<file path="src/rtl/inst_fetch_queue.sv">
// Decoupled instruction fetch stage.
// Issues one icache request at a time and tags each accepted response with its address and
// compressed-instruction flag. Responses are buffered in a DEPTH-entry FIFO that the
// decoder/issue stage drains. A ROB clear redirects fetch and empties the queue.
//
// Handshakes:
//   icache request : start_fetch is a registered valid. pc holds steady until a response is
//                    accepted. A response is accepted when
//                    fetch_ready && start_fetch && inst_addr == pc.
//                    Any other response is stale and is dropped.
//   decoder side   : out_valid is the head-valid. issue_signal acts as the consumer's ready/pop.
//                    It only takes effect when out_valid is high. There is no bypass, so a
//                    pushed word appears on out_* one cycle after its acceptance.
module inst_fetch_queue #(
  parameter int          DEPTH    = 4,
  parameter logic [31:0] RESET_PC = 32'h0
) (
  input  logic                   clk_in,
  input  logic                   rst_in,
  input  logic                   rdy_in,
  input  logic                   rob_clear_up,
  input  logic [31:0]            rob_next_pc,
  output logic [31:0]            pc,
  output logic                   start_fetch,
  input  logic                   fetch_ready,
  input  logic [31:0]            inst,
  input  logic [31:0]            inst_addr,
  output logic [31:0]            pred_pc,
  input  logic [31:0]            pred_next_pc,
  output logic                   out_valid,
  output logic [31:0]            out_inst,
  output logic [31:0]            out_addr,
  output logic                   out_is_c,
  input  logic                   issue_signal,
  output logic [$clog2(DEPTH):0] count
);

  localparam int PW = $clog2(DEPTH);
  localparam int CW = PW + 1;

  typedef struct packed {
    logic [31:0] word;
    logic [31:0] addr;
    logic        is_c;
  } entry_t;

  entry_t          mem [DEPTH];
  logic [PW-1:0]   head;
  logic [PW-1:0]   tail;
  logic            accept;
  logic            do_pop;
  logic            wr_en;
  logic [CW-1:0]   count_nxt;
  entry_t          head_e;

  // The predictor looks up the address of the word currently returning from the icache.
  assign pred_pc = inst_addr;

  // Accept/pop qualification and next occupancy for the normal (non-flush) path.
  always_comb begin
    accept    = fetch_ready && start_fetch && (inst_addr == pc);
    do_pop    = issue_signal && (count != '0);
    count_nxt = count;
    if (accept && !do_pop) begin
      count_nxt = count + CW'(1);
    end else if (!accept && do_pop) begin
      count_nxt = count - CW'(1);
    end
  end

  // A push only lands when the stage is running and not being flushed.
  assign wr_en = !rst_in && rdy_in && !rob_clear_up && accept;

  // Head-of-queue view. An empty queue presents zeros instead of stale storage.
  always_comb begin
    head_e    = mem[head];
    out_valid = (count != '0);
    out_inst  = out_valid ? head_e.word : 32'h0;
    out_addr  = out_valid ? head_e.addr : 32'h0;
    out_is_c  = out_valid ? head_e.is_c : 1'b0;
  end

  // Queue storage write. A word whose low two bits are not 2'b11 is an RVC instruction.
  always_ff @(posedge clk_in) begin
    if (wr_en) begin
      mem[tail] <= '{word: inst, addr: inst_addr, is_c: (inst[1:0] != 2'b11)};
    end
  end

  // Fetch PC, request valid and queue pointers.
  // Priority: reset > stall > flush > normal.
  always_ff @(posedge clk_in) begin
    if (rst_in) begin
      pc          <= RESET_PC;
      start_fetch <= 1'b1;
      count       <= '0;
      head        <= '0;
      tail        <= '0;
    end else if (rdy_in) begin
      if (rob_clear_up) begin
        pc          <= rob_next_pc;
        start_fetch <= 1'b1;
        count       <= '0;
        head        <= '0;
        tail        <= '0;
      end else begin
        if (accept) begin
          tail <= tail + PW'(1);
          pc   <= pred_next_pc;
        end
        if (do_pop) begin
          head <= head + PW'(1);
        end
        count <= count_nxt;
        // The request is re-evaluated after an accept, and while parked because the queue was full.
        if (accept || !start_fetch) begin
          start_fetch <= (count_nxt < CW'(DEPTH));
        end
      end
    end
  end

  // Simulation guard: a push into a full queue with no simultaneous pop must never happen.
  always @(posedge clk_in) begin
    if (!rst_in && rdy_in && !rob_clear_up && accept && !do_pop) begin
      assert (count != CW'(DEPTH))
        else $fatal(1, "inst_fetch_queue: push into full queue");
    end
  end

endmodule

</file>
<file path="config.mk">
export PLATFORM = sky130hd
export DESIGN_NAME = inst_fetch_queue
export DESIGN_NICKNAME = d
export VERILOG_FILES = /design/src/rtl/inst_fetch_queue.sv
export SDC_FILE = /design/constraint.sdc
export NUM_CORES = 1
export LEC_CHECK = 0
export CAP_MARGIN = 20
export CORE_ASPECT_RATIO = 0.8
export CORE_MARGIN = 2
export CORE_UTILIZATION = 40
export CTS_BUF_LIST = sky130_fd_sc_hd__clkbuf_8
export DETAILED_ROUTE_END_ITERATION = 7
export PLACE_DENSITY_LB_ADDON = 0.3
export SYNTH_ARGS = -nofsm -noshare
export SYNTH_HDL_FRONTEND = slang
export SYNTH_SLANG_ARGS = --single-unit
</file>
<file path="constraint.sdc">
create_clock -name clk_in -period 5.5 [get_ports clk_in]
set_clock_uncertainty 0.2 [all_clocks]
set_input_delay 1.1 -clock clk_in [delete_from_list [all_inputs] [get_ports clk_in]]
set_output_delay 1.1 -clock clk_in [all_outputs]
set_load 0.05 [all_outputs]
</file>
Word level (Yosys, flattened, before mapping)
Memories as Yosys holds them, arrays and structs flattened. A register that Yosys moved wholly into a read port is not among the register bits.
Cells that the tools add are included.
Widths: inputs -> output; s select.
{"block": "totals", "reg_bits": 40, "mem_bits_rw": 260, "output_inout_bits": 134, "memories": 1}
{"block": "op_classes", "addsub": 4, "n_lt_le_gt_ge": 1, "n_eq_ne": 2, "n_mux": 18, "reduce_logical": 21}
{"memory": "mem", "depth": 4, "width": 65, "read_ports": 1, "rd_ports_with_merged_regs": 1, "wr": 1, "line_no": "47", "source": "entry_t mem [DEPTH];"}
{"operator": "$mux 32", "n": 4}
{"operator": "$eq 32x32->1", "n": 1}
{"operator": "$mux 2", "n": 6}
{"operator": "$mux 3", "n": 3}
{"operator": "$logic_and 1x1->1", "n": 8}
{"operator": "$reduce_and 2->1", "n": 3}
{"operator": "$reduce_bool 2->1", "n": 3}
{"operator": "$logic_not 1->1", "n": 5}
{"operator": "$mux 1", "n": 5}
{"operator": "$add 2x1->2 const B", "n": 2}
{"operator": "$add 3x1->3 const B", "n": 1}
{"operator": "$lt 3x3->1 const B", "n": 1}
{"operator": "$reduce_bool 3->1", "n": 1}
{"operator": "$sub 3x1->3 const B", "n": 1}
{"operator": "$ne 2x2->1 const B", "n": 1}
{"operator": "$logic_or 1x1->1", "n": 1}

Longest topological paths before layout
Gate-level depths: netlist (run 1).
{"block": "logic_depth", "word_depth": 9, "mapped_depth": 9, "depth_no_buf": 8}

Worst setup path after synthesis (run 1)
OpenSTA, ideal clock, no wires.
{"block": "synth_timing", "path_kind": "input to register", "start": "input inst_addr[19]", "end": "memory mem[0][0] (netlist name), enable pin", "setup_ps": 430, "t_arrival_ps": 4172, "required_ps": 4870, "setup_slack_ps": 699, "path_stages": 6, "path_cell_list": "inv_1 > o22ai_1 > or4_4 > nor4_4 > nor3b_1 > and2_1"}
{"block": "synth_between", "elab_chain_len": 5}
{"element": "start, declared", "line_no": "27", "source": "input logic [31:0] inst_addr,"}
{"element": "$eq 32x32->1", "line_no": "61", "source": "accept = fetch_ready && start_fetch && (inst_addr == pc);"}
{"element": "$logic_and 1x1->1", "line_no": "61"}
{"element": "$logic_and 1x1->1"}
{"element": "$mux 1", "line_no": "85", "source": "if (wr_en) begin"}
{"element": "$mux 1 (not written as such)", "line_no": "86", "source": "mem[tail] <= '{word: inst, addr: inst_addr, is_c: (inst[1:0] != 2'b11)};"}
{"element": "end, declared", "line_no": "47"}
Every way passes these cells.

Worst setup path in the final report (run 1)
{"block": "layout_timing", "start": "register count[0]", "end": "output out_addr[3]"}
{"block": "layout_between", "elab_chain_len": 2}
{"element": "start, declared", "line_no": "35", "source": "output logic [$clog2(DEPTH):0] count"}
{"element": "start signal, assigned", "line_no": "114", "source": "count <= count_nxt;"}
{"element": "$reduce_bool 3->1", "line_no": "77", "source": "out_valid = (count != '0);"}
{"element": "$mux 32", "line_no": "79", "source": "out_addr = out_valid ? head_e.addr : 32'h0;"}
{"element": "end, declared", "line_no": "32", "source": "output logic [31:0] out_addr,"}
Every way passes these cells.

==> results by group, run 1 <==
Layout
  • Final Cell Area: 16210 um2
  • Layout area overhead: 30.98%
  • # nets final: 1111
  • Number of fill cells in the layout: 2574
  • Layout cells sized above 1: 14.91%

Route
  • First-pass DRT Iterations: 5
  • Via/cell ratio: 5.020
  • Via Count: 7129
  • Antenna Nets Post-Route: 0
  • Avg WL per Cell: 21.39 um
  • Initial drt markers: 444
  • Post-Route WL: 30380 um
  • Residual DRC count: 0

Job
  • Max_cap viols: 0

Logic synthesis
  • Synth Area in XOR/XNOR: 2.122%
  • Commonest cells in the netlist: edfxtp_1 (260), and2_1 (70), mux4_2 (65), dfxtp_1 (42), nor2_1 (38)
  • Sequential share of the synthesized area: 69.86%
  • Syn. warnings: 0
  • Top_reg_cell synth: edfxtp_1
  • Post-synthesis mux area share: 14.58%
  • Syn Nets: 851
  • Synth top area cells: edfxtp_1 (63%), mux4_2 (12%), dfxtp_1 (6.8%)
  • Distinct cells, synth: 36
  • Top-count cell post-synth: edfxtp_1
  • Adder-cell area share of the yosys netlist: 0.7075%
  • Area share of and/or/nand/nor cells after synthesis: 6.266%
  • Post-Syn Instances: 710
  • Synthesized area: 12380 um2
  • Seq cells post-synth: 302
  • Share of the synthesized area in the top cell type: 63.07%
  • Synth Area in Compound Gates: 2.982%
  • Post-synth EDFFs: 260
  • Synth Area per Inst: 17.44 um2
  • Post-synth ARST share: 0%
  • Largest area contributor in the netlist: edfxtp_1
  • Largest family of logic cells by synthesized area: multiplexers

Setup path
  • Slowest cell on crit path: clkdlybuf4s50_1
  • CP arrival: 3420 ps
  • Critical Path Sink Type: output port
  • Crit path buf inv count: 3
  • Worst-path maximum fanout: 48
  • Flop2flop setup slack: 1970 ps
  • Crit Path Category: reg -> out
  • Cell chain of the critical path: inv_1 -> ha_1 -> nand2b_2 -> buf_4 -> and2_1 -> clkdlybuf4s50_1
  • R2r worst-path depth: 7
  • Critical path data required time: 4200 ps
  • CP max stage delay: 840 ps
  • Startpoint types: flip-flop
  • Kind of cell adding the most delay to the critical path: buffers and inverters
  • Worst r2r src: pc[15]
  • FF-to-FF End: mem[1][61]

Timing
  • Final slew viol count: 0
  • Final setup vio count: 0
  • Worst hold margin: 285.5 ps
  • RSZ-0062 raised after global routing: false
  • Fmax: 211.9 MHz
  • Worst Tran Pin Value: 1037 ps
  • Minimum clock period: 4719 ps
  • Setup ws final: 781.3 ps
  • Relative slew slack: 30.85%
  • Final Hold Fails: 0
  • Post-route clock period utilization: 85.79%
  • Total negative slack: 0 ps

Clocking
  • Skew-Pair Late Insertion Delay: 540 ps
  • Max clock buf depth: 3
  • Clk root buf: clkbuf_8
  • Setup Buffers After CTS: 0
  • Reg clk slew, reported paths: 70 ps
  • H-Tree Depth: 2
  • Hold buffer count at cts: 0
  • CTS tree: yes
  • TritonCTS Buffers: 47
  • Post_cts resized: 0
  • Clock Sinks: 302

Hold path
  • Hold Startpoint: head[1]
  • Cells on Worst Hold Path: 2
  • Tightest Hold Check Type: reg -> reg

Die
  • Ports: 268
  • Row cnt: 57
  • Starting Density: 40.75%
  • Die width: 200.7 um
  • Core Area: 30380 um2
  • Height of the die: 161.4 um
  • Die area: 32380 um2

Placed design
  • Dpl hpwl: 20310 um
  • IO buf count: 267
  • GPL Wtd Cong: 0.7393
  • DP Area: 15360 um2
  • Setup WS pre-CTS: 640.1 ps

Pwr
  • Leakage power: 5.402 nW
  • PwrDens: 283.9 nW/um2
  • Peak VDD IR: 0.1457 mV

Global routing
  • GRT Total Usage: 18.82%
  • Antenna violations before repair: 1
  • Largest net degree at the start of global routing: 66
  • Vias in the first global route: 7350
  • First-pass GRT wire length: 45440 um
  • GR Overflow Total: 0

Run status
  • Status: finished, final reports clean
==> routing by layer <==
metal  GRT usage (%)  routed length (um)  part of all wire (%)
met1           27.22               13880                    46
met2           28.61               13700                    45
met3           4.540                2222                   7.3
met4           5.286                 576                   1.9
met5               0                   0                     0
==> where the power goes <==
group          leakage (nW)  internal [mW]  switching, mW
clock network         0.509          0.872          0.831
registers              2.68           2.50         0.0206
logic                  2.21          0.165          0.216
==> cells in the final DEF, fill, tap and decap left out, drive strengths merged, types with 2 or more instances in the layout <==
cell type | netlist | final
xor2 | 20 | 20
buf | 48 | 16
clkdlybuf4s50 | 0 | 265
nand4 | 2 | 2
a211oi | 32 | 32
inv | 9 | 28
mux2i | 33 | 33
a21oi | 6 | 6
and2 | 70 | 70
ha | 7 | 7
nand2 | 13 | 13
clkbuf | 22 | 49
mux4 | 65 | 65
o21a | 2 | 2
nand4b | 2 | 2
edfxtp | 260 | 260
nand3 | 2 | 2
xnor2 | 10 | 10
nor3 | 2 | 2
nor2 | 38 | 38
dfxtp | 42 | 42
clkinv | 0 | 16
nand2b | 2 | 2
o31ai | 2 | 2
nor4 | 6 | 6
o21ai | 6 | 6
==> cell families (layout without fill, tap and decap cells) <==
| family | count (synthesis) | in the layout |
|---|---|---|
| flip-flops | 302 | 302 |
| AND/OR/NAND/NOR | 141 | 141 |
| XOR/XNOR | 30 | 30 |
| AO/OA/AOI/OAI | 52 | 52 |
| other | 0 | 1 |
| adder cells (fa/ha/maj) | 7 | 7 |
| multiplexers | 99 | 99 |
| buffers and inverters | 79 | 375 |
==> through the flow <==
step | std cells | total power [mW] | utilization, %
3_5_place_dp | 1334 | 2.952 | 50.57
2_1_floorplan | 710 | 2.753 | -
5_1_grt | 1419 | 4.779 | 53.36
4_1_cts | 1419 | 4.662 | 53.36
3_3_place_gp | 1334 | 2.949 | 50.57
6_report | 1420 | 4.603 | 53.37
==> how the worst max path moves through the flow <==
| stage | startpoint | to | slack (ps) | depth (start not counted) |
|---|---|---|---|---|
| 2_1_floorplan | inst_addr[19] | mem[0][0] | 700 | 6 |
| 3_3_place_gp | inst_addr[18] | mem[1][61] | 720 | 8 |
| 3_5_place_dp | inst_addr[18] | mem[1][55] | 640 | 8 |
| 4_1_cts | count[0] | out_addr[3] | 660 | 6 |
| 5_1_grt | count[0] | out_addr[3] | 540 | 6 |
| 6_report | count[0] | out_addr[3] | 780 | 6 |
==> worst register-to-register path, stage by stage, from the launching register on <==
cell and delay, ps:
dfxtp_1 370, inv_1 110, a222oi_1 610, nand4_1 340
nor4_4 230, nor3b_1 540, and2_4 270, buf_4 430
==> state kept, by name (all words and copies together), names as in the netlist, named ones only <==
register / flops
mem: 260
count: 3
head: 2
pc: 32
tail: 2
start_fetch: 1
==> cell type report <==
cell class | count | area, um2 | share of cell area, %
timing repair buffer | 281 | 2843 | 17.53
clock buffer | 49 | 674.4 | 4.159
tap | 413 | 516.7 | 3.187
antenna | 1 | 2.502 | 0.01543
inverter | 9 | 33.78 | 0.2083
clock inverter | 36 | 173.9 | 1.073
sequential | 302 | 8656 | 53.38
multi-input combinational | 329 | 3314 | 20.44
Power figures use the tool's default switching activity.
==> run 2: changes to the inputs <==
--- a/config.mk
+++ b/config.mk
@@ -11,7 +11,9 @@
 export CORE_UTILIZATION = 40
 export CTS_BUF_LIST = sky130_fd_sc_hd__clkbuf_8
 export DETAILED_ROUTE_END_ITERATION = 7
+export HOLD_SLACK_MARGIN = 0.06
 export PLACE_DENSITY_LB_ADDON = 0.3
+export RECOVER_POWER = 100
 export SYNTH_ARGS = -nofsm -noshare
 export SYNTH_HDL_FRONTEND = slang
 export SYNTH_SLANG_ARGS = --single-unit
==> results by group, run 2 (synthesis results as in run 1) <==
Die
  • Row cnt: 57 (unchanged)
  • Starting Density: 40.75% (unchanged)
  • Ports: 268 (unchanged)
  • Height of the die: 161.4 um (unchanged)
  • Die area: 32380 um2 (unchanged)
  • Core Area: 30380 um2 (unchanged)
  • Die width: 200.7 um (unchanged)

Layout
  • Most common cell after layout, fill and taps aside: edfxtp_1 (was clkdlybuf4s50_1)
  • Layout cells sized above 1: 14.21% (was 14.91%)
  • Layout area overhead: 30.02% (was 30.98%)
  • Register area: 8656 um2 (unchanged)
  • Max reg flops: 260 (unchanged)
  • Biggest register: mem (unchanged)
  • Non-filler instance count after layout: 1420 (unchanged)
  • # nets final: 1111 (unchanged)
  • Number of fill cells in the layout: 2595 (was 2574)
  • Most frequent cells in the layout: edfxtp_1 (260), dlygate4sd3_1 (196), clkdlybuf4s50_1 (69), mux4_2 (65), and2_1 (65) (was clkdlybuf4s50_1 (265), edfxtp_1 (260), and2_1 (66), mux4_2 (65), clkbuf_8 (49))
  • Top Registers: mem x260, pc x32, count x3 (unchanged)
  • Multi-input gate area in the final layout: 3286 um2 (was 3314 um2)

Global routing
  • GRT Max-Usage Layer: met2 (unchanged)
  • M3 GR Usage: 4.540% (unchanged)
  • Met2 Track Usage GR: 28.61% (unchanged)
  • GRT met1 Usage: 27.22% (unchanged)
  • Largest net degree at the start of global routing: 66 (unchanged)
  • First-pass GRT wire length: 45440 um (unchanged)
  • Vias in the first global route: 7350 (unchanged)
  • GR Overflow Total: 0 (unchanged)
  • GRT Total Usage: 18.82% (unchanged)
  • Antenna violations before repair: 1 (unchanged)

Pwr
  • Peak VDD IR: 0.1466 mV (was 0.1457 mV)
  • Sequential power share: 55.0% (was 54.7%)
  • Sw Share: 23.28% (was 23.19%)
  • Int Pwr: 3.516 mW (was 3.536 mW)
  • Total net switching power: 1.067 mW (about the same)
  • PwrDens: 284.7 nW/um2 (was 283.9 nW/um2)
  • Tot Pwr: 4.582 mW (was 4.603 mW)
  • Comb power frac: 7.8% (was 8.3%)
  • Leakage power: 5.695 nW (was 5.402 nW)
  • Clk network pwr share: 37.2% (was 37.0%)

Route
  • Via Count: 7120 (was 7129)
  • Post-Route WL: 30280 um (was 30380 um)
  • Residual DRC count: 0 (unchanged)
  • Initial drt markers: 411 (was 444)
  • Antenna Nets Post-Route: 0 (unchanged)
  • Via/cell ratio: 5.014 (was 5.020)
  • Avg WL per Cell: 21.32 um (was 21.39 um)
  • First-pass DRT Iterations: 4 (was 5)

Clocking
  • Clock Sinks: 302 (unchanged)
  • Setup Buffers After CTS: 0 (unchanged)
  • Max clock buf depth: 3 (unchanged)
  • Post_cts resized: 0 (unchanged)
  • H-Tree Depth: 2 (unchanged)
  • Reg clk slew, reported paths: 70 ps (about the same)
  • Skew-Pair Late Insertion Delay: 540 ps (about the same)
  • CTS tree: yes (unchanged)
  • Hold buffer count at cts: 0 (unchanged)
  • TritonCTS Buffers: 47 (unchanged)
  • Clk root buf: clkbuf_8 (unchanged)

Setup path
  • R2r worst-path depth: 9 (was 7)
  • Critical path data required time: 4200 ps (about the same)
  • Crit Path Category: reg -> out (unchanged)
  • Flop2flop setup slack: 1590 ps (was 1970 ps)
  • CP arrival: 3490 ps (was 3420 ps)
  • Critical Path Sink Type: output port (unchanged)
  • Worst-path maximum fanout: 48 (unchanged)
  • Startpoint types: flip-flop (unchanged)

Timing
  • Final slew viol count: 0 (unchanged)
  • Worst Tran Pin Value: 1231 ps (was 1037 ps)
  • Post-route clock period utilization: 87.14% (was 85.79%)
  • Relative slew slack: 17.95% (was 30.85%)
  • Final Hold Fails: 0 (unchanged)
  • Minimum clock period: 4793 ps (was 4719 ps)
  • Fmax: 208.7 MHz (was 211.9 MHz)
  • Total negative slack: 0 ps (unchanged)
  • Final setup vio count: 0 (unchanged)
  • Worst hold margin: 286.3 ps (was 285.5 ps)
  • RSZ-0062 raised after global routing: false (unchanged)

Placed design
  • GPL Wtd Cong: 0.7393 (unchanged)
  • Dpl hpwl: 20310 um (unchanged)
  • IO buf count: 267 (unchanged)
  • Cells after DPL: 1334 (unchanged)

Hold path
  • Cells on Worst Hold Path: 2 (unchanged)
  • Tightest Hold Check Type: reg -> reg (unchanged)

Job
  • Max_cap viols: 0 (unchanged)

Run status
  • Status: finished, final reports clean (unchanged)
-- run 2: changes by cell type in the layout (fill, tap and decap cells not counted), moves of 2 or more --
cell,delta
clkbuf_2,+8
and2_0,+2
dlygate4sd3_1,+196
buf_12,-5
clkbuf_1,+2
and2_2,+3
and2_4,-4
buf_4,-6
clkdlybuf4s50_1,-196
-- run 2: power by group through the flow --
stage | logic [mW] | registers (mW) | clock network, mW
2_1_floorplan | 0.136 | 2.62 | 0
3_3_place_gp | 0.382 | 2.57 | 0
3_5_place_dp | 0.384 | 2.57 | 0
4_1_cts | 0.386 | 2.52 | 1.76
5_1_grt | 0.383 | 2.52 | 1.86
6_report | 0.359 | 2.52 | 1.70
-- run 2: final timing paths --
path                  to  startpoint
max reg2reg       pc[14]      pc[15]
min            flip-flop     head[1]
max          out_addr[3]    count[0]
min reg2reg    flip-flop     head[1]
-- run 2: area by class of cell --
cell class	instances	share of cell area (%)
Inverter	9	0.2099
Clock inverter	36	1.081
Multi-Input combinational cell	329	20.41
Sequential cell	302	53.78
Tap cell	413	3.211
Clock buffer	49	4.190
Timing Repair Buffer	281	17.10
Antenna cell	1	0.01555
-- run 2: through the flow --
stage	instance area, um2	utilization [%]	setup WS [ps]
floorplan	12380	-	698.5
global placement	15360	50.57	720.4
CTS	16210	53.36	664.6
global route	16090	52.97	319.6
detailed placement	15360	50.57	640.1
finish	16100	52.98	707.4
-- run 2: metal layers --
layer	up-vias	wire length (um)
li1	3254	-
met1	3530	13880
met2	290	13660
met3	46	2153
met4	0	578
met5	-	0
-- run 2: critical path, cell delays in order, from the launching register on --
cell and delay [ps]:
dfxtp_1 420, inv_1 110, ha_1 240, nand2b_2 670
buf_4 390, and2_1 190, dlygate4sd3_1 910
